<file path="config.mk">
export PLATFORM = sky130hd
export DESIGN_NAME = operand_fetch
export DESIGN_NICKNAME = d
export VERILOG_FILES = /design/src/rtl/operand_fetch.sv
export SDC_FILE = /design/constraint.sdc
export NUM_CORES = 1
export LEC_CHECK = 0
export ABC_AREA = 1
export ABC_CLOCK_PERIOD_IN_PS = 2600
export CAP_MARGIN = 15
export CELL_PAD_IN_SITES_DETAIL_PLACEMENT = 1
export CELL_PAD_IN_SITES_GLOBAL_PLACEMENT = 2
export CORE_ASPECT_RATIO = 1.2
export CORE_UTILIZATION = 23
export CTS_CLUSTER_SIZE = 10
export DETAILED_ROUTE_END_ITERATION = 6
export MAX_ROUTING_LAYER = met4
export PLACE_DENSITY = 0.78
export SLEW_MARGIN = 20
export SYNTH_ARGS = -nofsm -noshare
export SYNTH_HDL_FRONTEND = slang
export SYNTH_SLANG_ARGS = --single-unit
</file>
<file path="constraint.sdc">
create_clock -name clk -period 2.6 [get_ports clk]
set_input_delay 0.65 -clock clk [delete_from_list [all_inputs] [get_ports clk]]
set_output_delay 0.65 -clock clk [all_outputs]
set_load 0.02 [all_outputs]
</file>
<file path="src/rtl/operand_fetch.sv">
// -----------------------------------------------------------------------------
// operand_fetch
//
// Decode / operand-fetch stage of the RISC-16 pipeline. It sits between fetch
// and execute and is the only reader of the general-purpose register file.
// Each cycle it decodes one instruction, reads up to two source registers
// (with a bypass from the writeback port), and checks a per-register pending
// scoreboard so that RAW and WAW hazards stall. Decoded operands are held in a
// single-entry valid/ready output register.
//
// Ports:
//   clk, rst_n           rising-edge clock, asynchronous active-low reset
//   in_valid / in_ready  fetch handshake; in_instr and in_pc are the payload
//   rf_addr_1/2          register-file read addresses (combinational)
//   rf_data_1/2          register-file read data (combinational)
//   wb_en/dest/data      writeback port, the same signals that write the RF
//   flush                squash the held output entry
//   out_valid/out_ready  execute handshake
//   out_op, out_pc       opcode and instruction address
//   out_a, out_b         source operands (0 when the opcode has no such source)
//   out_imm              expanded immediate
//   out_dest, out_wr     destination register and its write enable
// -----------------------------------------------------------------------------
module operand_fetch (
    input  logic        clk,
    input  logic        rst_n,
    input  logic        in_valid,
    output logic        in_ready,
    input  logic [15:0] in_instr,
    input  logic [15:0] in_pc,
    output logic [2:0]  rf_addr_1,
    output logic [2:0]  rf_addr_2,
    input  logic [15:0] rf_data_1,
    input  logic [15:0] rf_data_2,
    input  logic        wb_en,
    input  logic [2:0]  wb_dest,
    input  logic [15:0] wb_data,
    input  logic        flush,
    output logic        out_valid,
    input  logic        out_ready,
    output logic [2:0]  out_op,
    output logic [15:0] out_pc,
    output logic [15:0] out_a,
    output logic [15:0] out_b,
    output logic [15:0] out_imm,
    output logic [2:0]  out_dest,
    output logic        out_wr
);

    typedef enum logic [2:0] {
        OP_ADD  = 3'd0,
        OP_ADDI = 3'd1,
        OP_NAND = 3'd2,
        OP_LUI  = 3'd3,
        OP_SW   = 3'd4,
        OP_LW   = 3'd5,
        OP_BEQ  = 3'd6,
        OP_JALR = 3'd7
    } opcode_t;

    opcode_t     op;
    logic [2:0]  ra;
    logic [2:0]  rb;
    logic [2:0]  rc;

    logic        use_1;
    logic        use_2;
    logic        wr;
    logic [15:0] imm;
    logic [15:0] operand_1;
    logic [15:0] operand_2;

    // Bit 0 of the scoreboard is kept as a constant-zero bit so that every
    // register index can address it directly; it is never set.
    logic [7:0]  pending;
    logic [7:0]  pending_next;
    logic [7:0]  eff_pending;
    logic        hazard;
    logic        issue;

    assign op = opcode_t'(in_instr[15:13]);
    assign ra = in_instr[12:10];
    assign rb = in_instr[9:7];
    assign rc = in_instr[2:0];

    // Register-file read addresses come straight from the instruction bits so
    // the RF read starts as early as possible in the cycle.
    assign rf_addr_1 = rb;
    assign rf_addr_2 = (op == OP_SW || op == OP_BEQ) ? ra : rc;

    // Opcode decode: which sources are used, whether a register is written,
    // and how the immediate is expanded.
    always_comb begin
        use_1 = (op != OP_LUI);
        use_2 = 1'b0;
        wr    = 1'b0;
        imm   = 16'h0000;

        case (op)
            OP_ADD, OP_NAND, OP_SW, OP_BEQ: use_2 = 1'b1;
            default:                        use_2 = 1'b0;
        endcase

        case (op)
            OP_ADD, OP_ADDI, OP_NAND, OP_LUI, OP_LW, OP_JALR: wr = (ra != 3'd0);
            default:                                          wr = 1'b0;
        endcase

        case (op)
            OP_ADDI, OP_SW, OP_LW, OP_BEQ: imm = {{9{in_instr[6]}}, in_instr[6:0]};
            OP_LUI:                        imm = {in_instr[9:0], 6'b000000};
            default:                       imm = 16'h0000;
        endcase
    end

    // Operand selection: r0 is hard-wired to zero, a same-cycle writeback to
    // the source register is forwarded, and unused sources are zeroed so the
    // execute stage never sees stale register contents.
    always_comb begin
        operand_1 = 16'h0000;
        operand_2 = 16'h0000;

        if (use_1 && rb != 3'd0) begin
            operand_1 = (wb_en && wb_dest == rb) ? wb_data : rf_data_1;
        end
        if (use_2 && rf_addr_2 != 3'd0) begin
            operand_2 = (wb_en && wb_dest == rf_addr_2) ? wb_data : rf_data_2;
        end
    end

    // A writeback landing this cycle retires its pending bit immediately, so
    // an instruction waiting on it can issue in the same cycle.
    always_comb begin
        eff_pending = pending;
        if (wb_en) begin
            eff_pending[wb_dest] = 1'b0;
        end
        eff_pending[0] = 1'b0;
    end

    assign hazard = (use_1 && eff_pending[rb])        ||
                    (use_2 && eff_pending[rf_addr_2]) ||
                    (wr    && eff_pending[ra]);

    // in_ready deliberately ignores in_valid so fetch can look at it freely.
    assign in_ready = (!out_valid || out_ready) && !hazard && !flush;
    assign issue    = in_valid && in_ready;

    // Scoreboard next state. Clears are applied first and the issue set last,
    // so a set always wins over a clear on the same bit. A flushed entry that
    // execute never took will never write back, hence its bit is released.
    always_comb begin
        pending_next = pending;
        if (wb_en) begin
            pending_next[wb_dest] = 1'b0;
        end
        if (flush && out_valid && out_wr && !out_ready) begin
            pending_next[out_dest] = 1'b0;
        end
        if (issue && wr) begin
            pending_next[ra] = 1'b1;
        end
        pending_next[0] = 1'b0;
    end

    always_ff @(posedge clk or negedge rst_n) begin
        if (!rst_n) begin
            pending <= 8'h00;
        end else begin
            pending <= pending_next;
        end
    end

    // Single-entry output register. It loads on issue, empties when execute
    // consumes it or when it is flushed, and otherwise holds its contents.
    always_ff @(posedge clk or negedge rst_n) begin
        if (!rst_n) begin
            out_valid <= 1'b0;
            out_op    <= 3'd0;
            out_pc    <= 16'h0000;
            out_a     <= 16'h0000;
            out_b     <= 16'h0000;
            out_imm   <= 16'h0000;
            out_dest  <= 3'd0;
            out_wr    <= 1'b0;
        end else if (issue) begin
            out_valid <= 1'b1;
            out_op    <= in_instr[15:13];
            out_pc    <= in_pc;
            out_a     <= operand_1;
            out_b     <= operand_2;
            out_imm   <= imm;
            out_dest  <= ra;
            out_wr    <= wr;
        end else if (flush || out_ready) begin
            out_valid <= 1'b0;
        end
    end

endmodule

</file>
; Word-level counts from Yosys, hierarchy flattened
; Cells that the tools add are included.
[totals]
wordCells = 91
reg_bits = 79
in_bits = 89
out_inout_bits = 79
[op_classes]
n_mux = 25
bitwise_logic = 5
n_reduce_logical = 34
eq_ne = 10
magnitude_cmp = 8
[op_table]
columns = cell, n
row1 = two-way mux 16 bit, 4
row2 = one-hot mux 16 bit (2 select lines), 1
row3 = two-way mux 8 bit, 3
row4 = < comparator 3 x 4 -> 1 bit (second input constant), 5
row5 = logical AND 1 bit, 17
row6 = AND 8 bit, 2
row7 = NOT 8 bit, 2
row8 = == test 3 bit (second input constant), 4
row9 = two-way mux 1 bit, 10
row10 = binary-select mux 1 bit (select 3 bit), 3
row11 = demux 1 bit (select 3 bit), 3
row12 = greater-or-equal comparator 3 x 1 -> 1 bit (second input constant), 3
row13 = nonzero test 3 bit, 3
row14 = OR 8 bit, 1
row15 = OR reduction 4 bit, 2
row16 = == test 3 x 2 -> 1 bit (second input constant), 2
row17 = == test 3 bit, 2
row18 = OR reduction 6 bit, 1
row19 = logical OR 1 bit, 5
row20 = logical NOT 1 bit, 4
row21 = == test 3 x 1 -> 1 bit (second input constant), 1
row22 = logical NOT 3 bit, 1
row23 = two-way mux 3 bit, 1
row24 = != test 3 x 2 -> 1 bit (second input constant), 1
row25 = nonzero test 2 bit, 1

; Longest topological paths before layout
; Gate-level depths: netlist of run 1.
[logic_depth]
ltp_word = 18
mapped_depth = 15
depth_no_buf = 14

; Worst setup path before layout of run 1
; Ideal clock, no wire load.
[synth_path]
path_type = input port to output port
start = input port in_instr[15]
end = output port in_ready
path_buffers = 1
path_stages = 11
path_slack_ps = 122
arrival_ps = 1828
t_required_ps = 1950
cell_sequence = inv_1 > nor2_2 > nand2_1 > nand2_2 > nand2_1 > nand3_1 > nand2_1 > nor2_1 > nor2_1 > nor2_2 > buf_2
[synth_between]
elab_chain_len = 11
[synth_lines]
columns = element, line
row1 = start: declaration, 29  ; input logic [15:0] in_instr,
row2 = == test 3 bit, 89  ; assign rf_addr_2 = (op == OP_SW || op == OP_BEQ) ? ra : rc;
row3 = logical OR 1 bit *, 89
row4 = two-way mux 3 bit *, 89
row5 = net rf_addr_2[0], 32  ; output logic [2:0] rf_addr_2,
row6 = binary-select mux 1 bit (select 3 bit) *, 142  ; (use_2 && eff_pending[rf_addr_2]) ||
row7 = two-way mux 1 bit (implied by the code) *, 142
row8 = logical AND 1 bit *, 142
row9 = logical OR 1 bit *, 141  ; assign hazard = (use_1 && eff_pending[rb]) ||
row10 = logical OR 1 bit *, 142
row11 = logical NOT 1 bit *, 146  ; assign in_ready = (!out_valid || out_ready) && !hazard && !flush;
row12 = logical AND 1 bit * (2 in a row), 146
row13 = end: declaration, 28  ; output logic in_ready,
; The timed path passes the listed nets; every way through them passes the cells marked *. The select of a mux whose other input is x is not followed.

; Worst setup path after layout of run 1
[layout_path]
start = input port wb_dest[0]
end = register out_b[0]
[layout_between]
elab_chain_len = 16
[layout_lines]
columns = element, line
row1 = start: declaration, 36  ; input logic [2:0] wb_dest,
row2 = < comparator 3 x 4 -> 1 bit (implied by the code) or greater-or-equal comparator 3 x 1 -> 1 bit (tied branches), 136  ; eff_pending[wb_dest] = 1'b0;
row3 = logical AND 1 bit (implied by the code), 136
row4 = two-way mux 1 bit (implied by the code), 136
row5 = demux 1 bit (select 3 bit), 136
row6 = NOT 8 bit (no line), n/a
row7 = AND 8 bit (no line), n/a
row8 = two-way mux 8 bit, 135  ; if (wb_en) begin
row9 = "binary-select mux 1 bit (select 3 bit), on equally long branches", "141, 142"
row10 = "two-way mux 1 bit, on equally long branches", "141, 142"
row11 = "logical AND 1 bit, on equally long branches", "141, 142"
row12 = logical OR 1 bit, 141
row13 = logical OR 1 bit, 142
row14 = logical NOT 1 bit, 146
row15 = logical AND 1 bit (2 in a row), 146
row16 = logical AND 1 bit, 147  ; assign issue = in_valid && in_ready;
row17 = end signal: assignment, 191  ; out_b <= operand_2;
row18 = end: declaration, 44  ; output logic [15:0] out_b,
; Parallel ways exist; a longest one is shown, timed or not. The select of a mux whose other input is x is not followed.
; A chain may end at the register's enable or synchronous reset.

==> metrics.md, run 1 <==
| Metric | Value |
|---|---|
| Status | `finished clean` |
| Initial antenna violation count | `2` |
| Fin cells | `1123` |
| Slew HR | `60.23%` |
| Hold Fails Final Rpt | `0` |
| Iter 0 DRT Violations | `about 160` |
| Complex-gate fraction of the synthesized area | `10.04%` |
| Yosys warns | `0` |
| IO buf count | `167` |
| Layout cell share with drive strength beyond 1 | `24.17%` |
| Multi-input gate area | `2202 um^2` |
| HPWL after detailed placement | `13480 um` |
| Routed len/inst | `around 17 um` |
| Yosys cell types | `26` |
| Total GRT Usage | `20.20%` |
| Final Wtd Congestion | `roughly 0.84` |
| WP data arrival | `~2.8 ns` |
| Root Driver | `clkbuf_16` |
| Sequential fraction of the synthesis area | `a little under half` |
| Vias per std cell | `4.453` |
| Syn Nets | `slightly above 700` |
| RSZ-0062 raised after global routing | `true` |
| Main combinational cell family by area after synthesis | `simple AND/OR/NAND/NOR gates` |
| Maxcap violations | `0` |
| Place WS | `-1.015 ns` |
| CP Capture Type | `register` |
| HP Class | `input pin to async pin` |
| Full die area | `roughly 20000 um^2` |
| WL final | `18660 um` |
| Fin area | `7734 um^2` |
| Commonest non-fill, non-tap cell in the layout | `nand2_1` |
| Period minus WS final | `2.599 ns` |
| Final-layout fill cell count | `approximately 2.2k` |
| Post-synthesis mux area share | `0%` |
| Die height | `153.3 um` |
| Post-Synth XOR/XNOR Area | `0.3994%` |
| Net Switching | `1.882 mW` |
| Inst Count DP | `between 1k and 1.5k` |
| Clock network power share | `26.2%` |
| Clock sink count | `between 70 and 80` |
| Max Clock Freq | `between 0.3 and 0.4 GHz` |
| Largest net degree at the start of global routing | `50` |
| Cells after synthesis | `slightly above 600` |
| DR DRC count | `0` |
| Clock Pin Slew Worst Setup and Hold Paths | `around 0.07 ns` |
| Hold-fix buffers, CTS | `0` |
| Register area | `1977 um^2` |
| P per Cell Area | `~680 nW/um^2` |
| H-Tree Depth | `3` |
| Worst vdd rail ir drop | `0.3024 mV` |
| Worst Setup Path Type | `input pin to register` |
| Final setup viols | `0` |
| Dpl cell area | `6753 um^2` |
| Area growth syn-to-layout | `76.35%` |
| Seq pwr share | `roughly a third` |
| Die width | `~130 um` |
| Commonest cells after routing, fill and taps aside | `nand2_1, clkdlybuf4s50_1, buf_4, dfrtp_1, nand3_1` |
| Netlist Area Pre-Place | `4385 um^2` |
| P_leak | `just under 4 nW` |
| CTS tree | `built` |
| Site row count | `54` |
| Vias in the first global route | `5371` |
| Net count, final | `954` |
| Int Pwr | `3.413 mW` |
| FF+latch count, synth | `79` |
| First-pass GRT wire length | `29350 um` |
| CTS max path bufs | `2` |
| Cts bufs inserted | `9` |
| Final total power | `5.295 mW` |
| Synth Area in Adders | `0%` |
| Clk_lat worst skew | `0.35 ns` |
| Crit path max fanout | `7` |
| Worst slew pin tran | `0.5965 ns` |
| I/O pin count | `168` |
| Simple-Gate Fraction of Synth Area | `33.95%` |
| Final Cycle Share | `between 90% and 100%` |
| Via count | `5001` |
| Initial DRT Pass Iterations | `4` |
| Final Max Tran Viols | `0` |
| GRT Residual Overflow | `0` |
| Switching Share | `35.55%` |
| CP Launch Type | `input pin` |
| Skew final | `~0.012 ns` |
| Antenna Violating Nets Remaining | `0` |
| Syn_area_per_cell | `7.108 um^2` |
| Setup slack after layout | `0.0007279 ns` |
| Initial core utilization | `23.78%` |
| Worst Path Required | `2.84 ns` |
| Logic pwr share | `40.5%` |
| Core area | `18450 um^2` |
| Final core utilization | `between 40% and 50%` |
==> registers in the layout, indices dropped and copies added (netlist names) <==
| register | flops |
|---|---|
| out_dest | 3 |
| out_valid | 1 |
| pending | 7 |
| out_pc | 16 |
| out_imm | 16 |
| out_op | 3 |
| out_wr | 1 |
| out_b | 16 |
| out_a | 16 |
==> power by group through the flow <==
stage	sequential (mW)	combinational (mW)	clock [mW]
after global routing	1.81	2.30	1.47
after global placement	1.76	1.97	0
after detailed placement	1.77	2.00	0
after floorplan	2.11	0.536	0
after CTS	1.76	2.14	1.42
final	1.76	2.15	1.39
==> layer usage <==
layer  vias to the layer above  track usage, %  share of wire (%)
li1                       2455               -                  -
met1                      2406           23.20                 41
met2                       110           34.83                 53
met3                        30           3.325                3.2
met4                         0           7.843                2.7
met5                         -               -                  0
==> worst max-delay path, stage by stage <==
cell and delay [ns]:
buf_6 0.10, nor2_4 0.16, nand2_2 0.10, nand2_4 0.09, nand2_2 0.07, nand2_2 0.09
nor2_2 0.05, a21oi_2 0.17, buf_4 0.14, buf_4 0.09, buf_4 0.09, buf_4 0.09
buf_4 0.09, nand4_1 0.16, buf_12 0.19, buf_12 0.14, buf_12 0.12, buf_16 0.13
nand2_1 0.05, nand2_1 0.05
==> area by class of cell <==
class | instances | share of cell area (%)
sequential | 79 | 25.56
tap | 252 | 4.077
multi-input combinational | 437 | 28.47
antenna | 2 | 0.06471
inverter | 67 | 3.349
clock inverter | 6 | 1.116
timing repair buffer | 271 | 34.44
clock buffer | 9 | 2.912
==> metrics by stage <==
step | setup TNS (ns) | hold slack [ns]
global route | -0.4769 | 0.3348
detailed placement | -39.52 | 0.4650
CTS | 0 | 0.3169
finish | 0 | 0.2952
global placement | -35.77 | 0.4612
floorplan | 0 | 0.3544
==> path summary, 6_finish.rpt <==
| check | slack (ns) | endpoint | cells past startpoint | start |
|---|---|---|---|---|
| worst max-delay path | 0.0007 | out_b[0]$_DFFE_PN0P_ | 20 | wb_dest[0] |
| worst max register to register | 0.23 | out_b[0]$_DFFE_PN0P_ | 17 | pending[4]$_DFF_PN0_ |
| min in group clk | 0.48 | out_pc[0]$_DFFE_PN0P_ | 2 | out_pc[0]$_DFFE_PN0P_ |
| worst min register to register | 0.48 | out_pc[0]$_DFFE_PN0P_ | 2 | out_pc[0]$_DFFE_PN0P_ |
| worst min-delay path | 0.30 | pending[5]$_DFF_PN0_ | 1 | rst_n |
| max in group asynchronous | 1.66 | out_valid$_DFFE_PN0P_ | 2 | rst_n |
==> cells in the mapped netlist (all sizes together) <==
master	number	area share, %
buf	22	3.8
o211ai	17	2.9
nor3	6	0.68
nand3	65	7.4
nand4	9	1.3
o21bai	5	0.86
inv	67	5.7
dfrtp	79	45
o21ai	42	4.9
a21oi	6	0.86
o31ai	2	0.34
nor2	50	4.5
o41ai	1	0.20
xor2	2	0.40
nand3b	1	0.17
clkbuf	12	1.0
nand2	231	20
==> cell families (layout without fill, tap and decap cells) <==
| family | count (synthesis) | after routing |
|---|---|---|
| AOI/OAI and AO/OA | 73 | 73 |
| xor gates and xnor gates | 2 | 2 |
| buffers and inverters | 101 | 353 |
| DFF | 79 | 79 |
| other | 0 | 2 |
| and+or+nand+nor | 362 | 362 |
==> repair_timing <==
action / 4_1_cts / 5_1_grt
setup buffers: 32 / 7
setup endpoints to repair: 67 / 36
gates resized for setup: 133 / 29
pin swaps: 35 / 19
gates cloned: 4 / 0
Note: power is estimated with default switching activity, not from simulation.
==> run 2: changes to the inputs <==
Settings changed: CAP_MARGIN 15 to 20, CELL_PAD_IN_SITES_GLOBAL_PLACEMENT 2 to 1, CORE_UTILIZATION 23 to 30, PLACE_DENSITY 0.78 to 0.77.
==> metrics.md, run 2 (synthesis results as in run 1) <==
| Metric | Value |
|---|---|
| Status | `finished clean (unchanged)` |
| Final core utilization | `51.09% (was 41.93%)` |
| Hold-fix buffers, CTS | `0 (unchanged)` |
| Via count | `5125 (was 5001)` |
| DR DRC count | `0 (unchanged)` |
| HPWL after detailed placement | `13020 um (was 13480 um)` |
| P per Cell Area | `689.3 nW/um^2 (was 684.6 nW/um^2)` |
| IO buf count | `167 (unchanged)` |
| P_leak | `3.717 nW (was 3.887 nW)` |
| First-pass GRT wire length | `27740 um (was 29350 um)` |
| CP Launch Type | `input pin (unchanged)` |
| Total GRT Usage | `24.54% (was 20.20%)` |
| Largest net degree at the start of global routing | `50 (unchanged)` |
| Skew final | `0.007305 ns (was 0.01192 ns)` |
| Full die area | `15110 um^2 (was 19620 um^2)` |
| Worst slew pin tran | `0.5857 ns (was 0.5965 ns)` |
| Antenna Violating Nets Remaining | `0 (unchanged)` |
| Site row count | `48 (was 54)` |
| Slew HR | `60.91% (was 60.23%)` |
| HP Class | `input pin to async pin (unchanged)` |
| Final Max Tran Viols | `0 (unchanged)` |
| Clk_lat worst skew | `0.35 ns (about the same)` |
| Clock sink count | `79 (unchanged)` |
| Setup slack after layout | `0.03260 ns (was 0.0007279 ns)` |
| Initial DRT Pass Iterations | `4 (unchanged)` |
| Net count, final | `941 (was 954)` |
| Final setup TNS | `0 ns (unchanged)` |
| Ant diodes | `0 (was 2)` |
| Worst Path Required | `1.95 ns (was 2.84 ns)` |
| Layout cell share with drive strength beyond 1 | `21.12% (was 24.17%)` |
| WP data arrival | `1.92 ns (was 2.84 ns)` |
| Worst vdd rail ir drop | `0.2763 mV (was 0.3024 mV)` |
| Root Driver | `clkbuf_16 (unchanged)` |
| Cts bufs inserted | `9 (unchanged)` |
| Final Wtd Congestion | `0.8821 (was 0.8404)` |
| Dpl cell area | `6646 um^2 (was 6753 um^2)` |
| Place WS | `-0.8996 ns (was -1.015 ns)` |
| Commonest non-fill, non-tap cell in the layout | `nand2_1 (unchanged)` |
| Crit path max fanout | `3 (was 7)` |
| H-Tree Depth | `3 (unchanged)` |
| Routed len/inst | `17.81 um (was 16.61 um)` |
| Iter 0 DRT Violations | `315 (was 162)` |
| CTS max path bufs | `2 (unchanged)` |
| Initial core utilization | `30.55% (was 23.78%)` |
| Die width | `112.4 um (was 128.1 um)` |
| CTS tree | `built (unchanged)` |
| Max Clock Freq | `0.3895 GHz (was 0.3847 GHz)` |
| Area growth syn-to-layout | `67.22% (was 76.35%)` |
| CP Capture Type | `output pin (was register)` |
| Fin area | `7333 um^2 (was 7734 um^2)` |
| Hold Fails Final Rpt | `0 (unchanged)` |
| Final setup viols | `0 (unchanged)` |
| Vias in the first global route | `5386 (was 5371)` |
| Vias per std cell | `4.966 (was 4.453)` |
| Final Cycle Share | `98.75% (was 99.97%)` |
| GRT Residual Overflow | `0 (unchanged)` |
| Worst Setup Path Type | `input pin to output pin (was input pin to register)` |
| WL final | `18380 um (was 18660 um)` |
| Clock Pin Slew Worst Setup and Hold Paths | `0.06 ns (was 0.07 ns)` |
| Initial antenna violation count | `0 (was 2)` |
| Maxcap violations | `0 (unchanged)` |
| Core area | `14350 um^2 (was 18450 um^2)` |
| Die height | `134.4 um (was 153.3 um)` |
| Commonest cells after routing, fill and taps aside | `nand2_1, clkdlybuf4s50_1, dfrtp_1, buf_4, nand3_1 (was nand2_1, clkdlybuf4s50_1, buf_4, dfrtp_1, nand3_1)` |
| Period minus WS final | `2.567 ns (was 2.599 ns)` |
| I/O pin count | `168 (unchanged)` |
run 2: cell types whose count changed in the layout (fill, tap and decap cells not counted), moves of 3 or more:
cell     delta
buf_12      -8
nor2_1      +3
nor2_2      -3
buf_6       -4
buf_4       -6
nand2_1    +13
nand2_2    -13
run 2: layout make-up:
cell class,count,area (um^2)
Clock inverter,7,50.05
Tap cell,175,219.0
Clock buffer,9,225.2
Fill cell,1788,7020
Inverter,67,256.5
Timing Repair Buffer,258,2426
Sequential cell,79,1977
Multi-Input combinational cell,437,2180
run 2: critical path, cell delays in order:
cell,delay [ns]
dlygate4sd2_1,0.27
inv_1,0.10
nand2_2,0.08
o21ai_4,0.09
nand2_1,0.09
nand3_2,0.09
nand2_1,0.09
nor2_2,0.14
nor2_2,0.06
nor2_4,0.13
buf_6,0.13
run 2: path summary, 6_finish.rpt:
path                                            from                     end  slack [ns]  depth (start not counted)
worst max-delay path                     in_instr[0]                in_ready        0.03                         11
worst min-delay path                           rst_n   out_a[12]$_DFFE_PN0P_        0.28                          1
worst max register to register  pending[1]$_DFF_PN0_   out_a[10]$_DFFE_PN0P_        0.35                         17
worst min register to register  out_b[5]$_DFFE_PN0P_    out_b[5]$_DFFE_PN0P_        0.48                          2
max in group asynchronous                      rst_n  out_pc[14]$_DFFE_PN0P_        1.67                          2
min in group clk                out_b[5]$_DFFE_PN0P_    out_b[5]$_DFFE_PN0P_        0.48                          2
run 2: what timing repair did:
item | CTS | global route
pin swaps | 21 | 20
resized for setup | 93 | 38
setup buffers | 18 | 6
gates cloned | 0 | 1
setup endpoints to repair | 73 | 64
run 2: report_power, final:
part	internal (mW)	switching (mW)	leakage, nW
Clock	0.646	0.554	0.127
Sequential	1.54	0.210	1.02
Combinational	0.990	1.11	2.57
run 2: metal layers:
layer	up-vias	part of all wire, %	track usage (%)
met5	-	0	-
met2	156	52	43.69
met4	0	3.5	11.19
met3	42	4.6	4.338
li1	2425	-	-
met1	2502	40	26.61
run 2: metrics by stage:
step                      cells  power [mW]  hold slack, ns
after floorplan             617       2.647          0.3544
after global placement      991       3.702          0.4634
after detailed placement    991       3.765          0.4691
after CTS                  1025       5.047          0.2892
after global routing       1032       5.317          0.3139
final                      1032       5.055          0.2819
==> variant, RTL diff (flow settings as in run 1) <==
Reset style: synchronous (`rst_n`), changed in 2 clocked blocks. Comments in the files are not updated.
--- a/src/rtl/operand_fetch.sv
+++ b/src/rtl/operand_fetch.sv
@@ -164,5 +164,5 @@
     end
 
-    always_ff @(posedge clk or negedge rst_n) begin
+    always_ff @(posedge clk) begin
         if (!rst_n) begin
             pending <= 8'h00;
@@ -174,5 +174,5 @@
     // Single-entry output register. It loads on issue, empties when execute
     // consumes it or when it is flushed, and otherwise holds its contents.
-    always_ff @(posedge clk or negedge rst_n) begin
+    always_ff @(posedge clk) begin
         if (!rst_n) begin
             out_valid <= 1'b0;
Check against the original RTL: differs if rst_n is asserted again (counterexample within 4 cycles, from zero or initial values and one cycle with rst_n low); with rst_n held inactive, the same outputs for 10 cycles.
==> variant against run 1 <==
- final area is 10% lower
- setup slack improved by 0.076 ns
- non-clock buffer count decreased by 22
- area after synthesis is 8.8% lower
- sequential cell count did not move
- critical endpoint is now in_ready
- wire length fell by 7.4%
- first-iteration DRC count up 28%
Power is not compared: it rests on default switching activity, and its combinational part moved more than twofold at a synthesized area within 25%.
==> variant: results (changes against run 1) <==
antenna_found_initial: 0  # -2
layout_cells_sized_above_1_pct: 19.6  # -4.5 points
reg2reg_depth: 13  # -4
timing.hold.worst.class: "reg -> reg"
dr.pass1.iters: 6  # +2
synth-async-reset-ratio_pct: 0  # -100 points
mappedNetlistNets: 714  # +1.1%
dp_hpwl_mm: 12.9  # -4.0%
num-nets-final: 940  # -1.5%
syn_avg_cell_area_um2: 6.40  # -10%
seq_area_frac_synth_pct: 39.5  # -5.5 points
grt_first_pass_wirelength_mm: 26.8  # -8.7%
drt-total-wl_mm: 17.3  # -7.4%
critical_path_endpoint: "in_ready"
n_antenna_cell: 0  # -2
regToRegStartpoint: "pending[6]"
dominantRegCellSynth: "dfxtp_1"
detailed_place.area_mm2: 0.00634  # -6.1%
dieArea_mm2: 0.0179  # -8.7%
layout.filler_cells: 2111  # -5.5%
critical_path_peak_fanout: 6  # -1
result_of_the_run: "complete, no violations"
post_drt_via_cell_ratio: 4.57  # +2.6%
post-place-cells: 1040  # -2.4%
critPathLaunch: "in_instr[13]"
worstMarginPinSlew_ns: 0.349  # -0.247 ns
finalWeightedCongestion: 0.862  # +2.5%
drt_iter0_drc: 207  # +28%
synth_commonest_cells: "nand2_1, a21oi_1, dfxtp_1"
finClkSkew_ns: 0.00873  # -0.00319 ns
[variant: changes by cell type after synthesis, moves of 13 or more]
cell and change:
a21oi_1 +94, dfrtp_1 -79, dfxtp_1 +79, nand3_1 -40, inv_1 -26, o21ai_1 -18, o211ai_1 -13
[variant: logic make-up after synthesis]
group | share of synthesized area (%)
and+or+nand+nor | 32.4
xor gates and xnor gates | 0.219
buffers and inverters | 9.42
AOI/OAI and AO/OA | 18.4
DFF | 39.5
[variant: per-stage QoR]
stage	hold WS (ns)	util (%)	setup WS (ns)
after floorplan	0.540	-	0.0864
after detailed placement	0.457	37.5	-0.928
after global routing	0.490	41.1	-0.00926
after CTS	0.469	40.7	0.00276
after global placement	0.451	37.5	-0.867
final	0.467	41.1	0.0765
[variant: cell type report]
cell class | instances | area, um2 | area share, %
tap | 216 | 270 | 3.89
clock inverter | 6 | 93.8 | 1.35
inverter | 49 | 191 | 2.75
clock buffer | 10 | 229 | 3.29
multi-input combinational | 463 | 2250 | 32.4
timing repair buffer | 249 | 2330 | 33.6
sequential | 79 | 1580 | 22.8
[variant: power by group through the flow]
| stage | clock [W] | sequential (W) | combinational (W) |
|---|---|---|---|
| 2_1_floorplan | 0 | 0.00136 | 0.000289 |
| 3_3_place_gp | 0 | 0.00131 | 0.000778 |
| 3_5_place_dp | 0 | 0.00131 | 0.000784 |
| 4_1_cts | 0.00146 | 0.00128 | 0.000824 |
| 5_1_grt | 0.00151 | 0.00129 | 0.000901 |
| 6_report | 0.00142 | 0.00128 | 0.000831 |
[variant: worst min-delay path by stage]
stage | cells after the start | startpoint | end | slack, ns
after floorplan | 2 | out_a[11] | out_a[11] | 0.54
after global placement | 2 | out_pc[8] | out_pc[8] | 0.45
after detailed placement | 2 | out_imm[0] | out_imm[0] | 0.46
after CTS | 2 | out_pc[7] | out_pc[7] | 0.47
after global routing | 2 | out_imm[13] | out_imm[13] | 0.49
final | 2 | out_pc[7] | out_pc[7] | 0.47
[variant: per-layer routing]
metal,vias up,GRT usage (%),share of wire (%)
met5,-,-,0
met2,133,34.4,49
met4,0,7.01,2.2
met3,24,4.30,6.0
met1,2288,22.3,42
li1,2454,-,-
[variant: what timing repair did]
action	CTS	global route
pin swaps	15	7
endpoints found under the setup margin	50	3
resized for setup	103	16
buffers inserted	12	4
[variant: critical path, stage by stage]
cell	delay, ns
buf_2	0.11
inv_2	0.09
buf_4	0.13
nand3_4	0.08
nand2_8	0.11
inv_4	0.04
nand2_2	0.06
nand3_2	0.09
nand2_1	0.09
nor2_2	0.05
nor2_2	0.16
nor2_4	0.07
buf_6	0.13
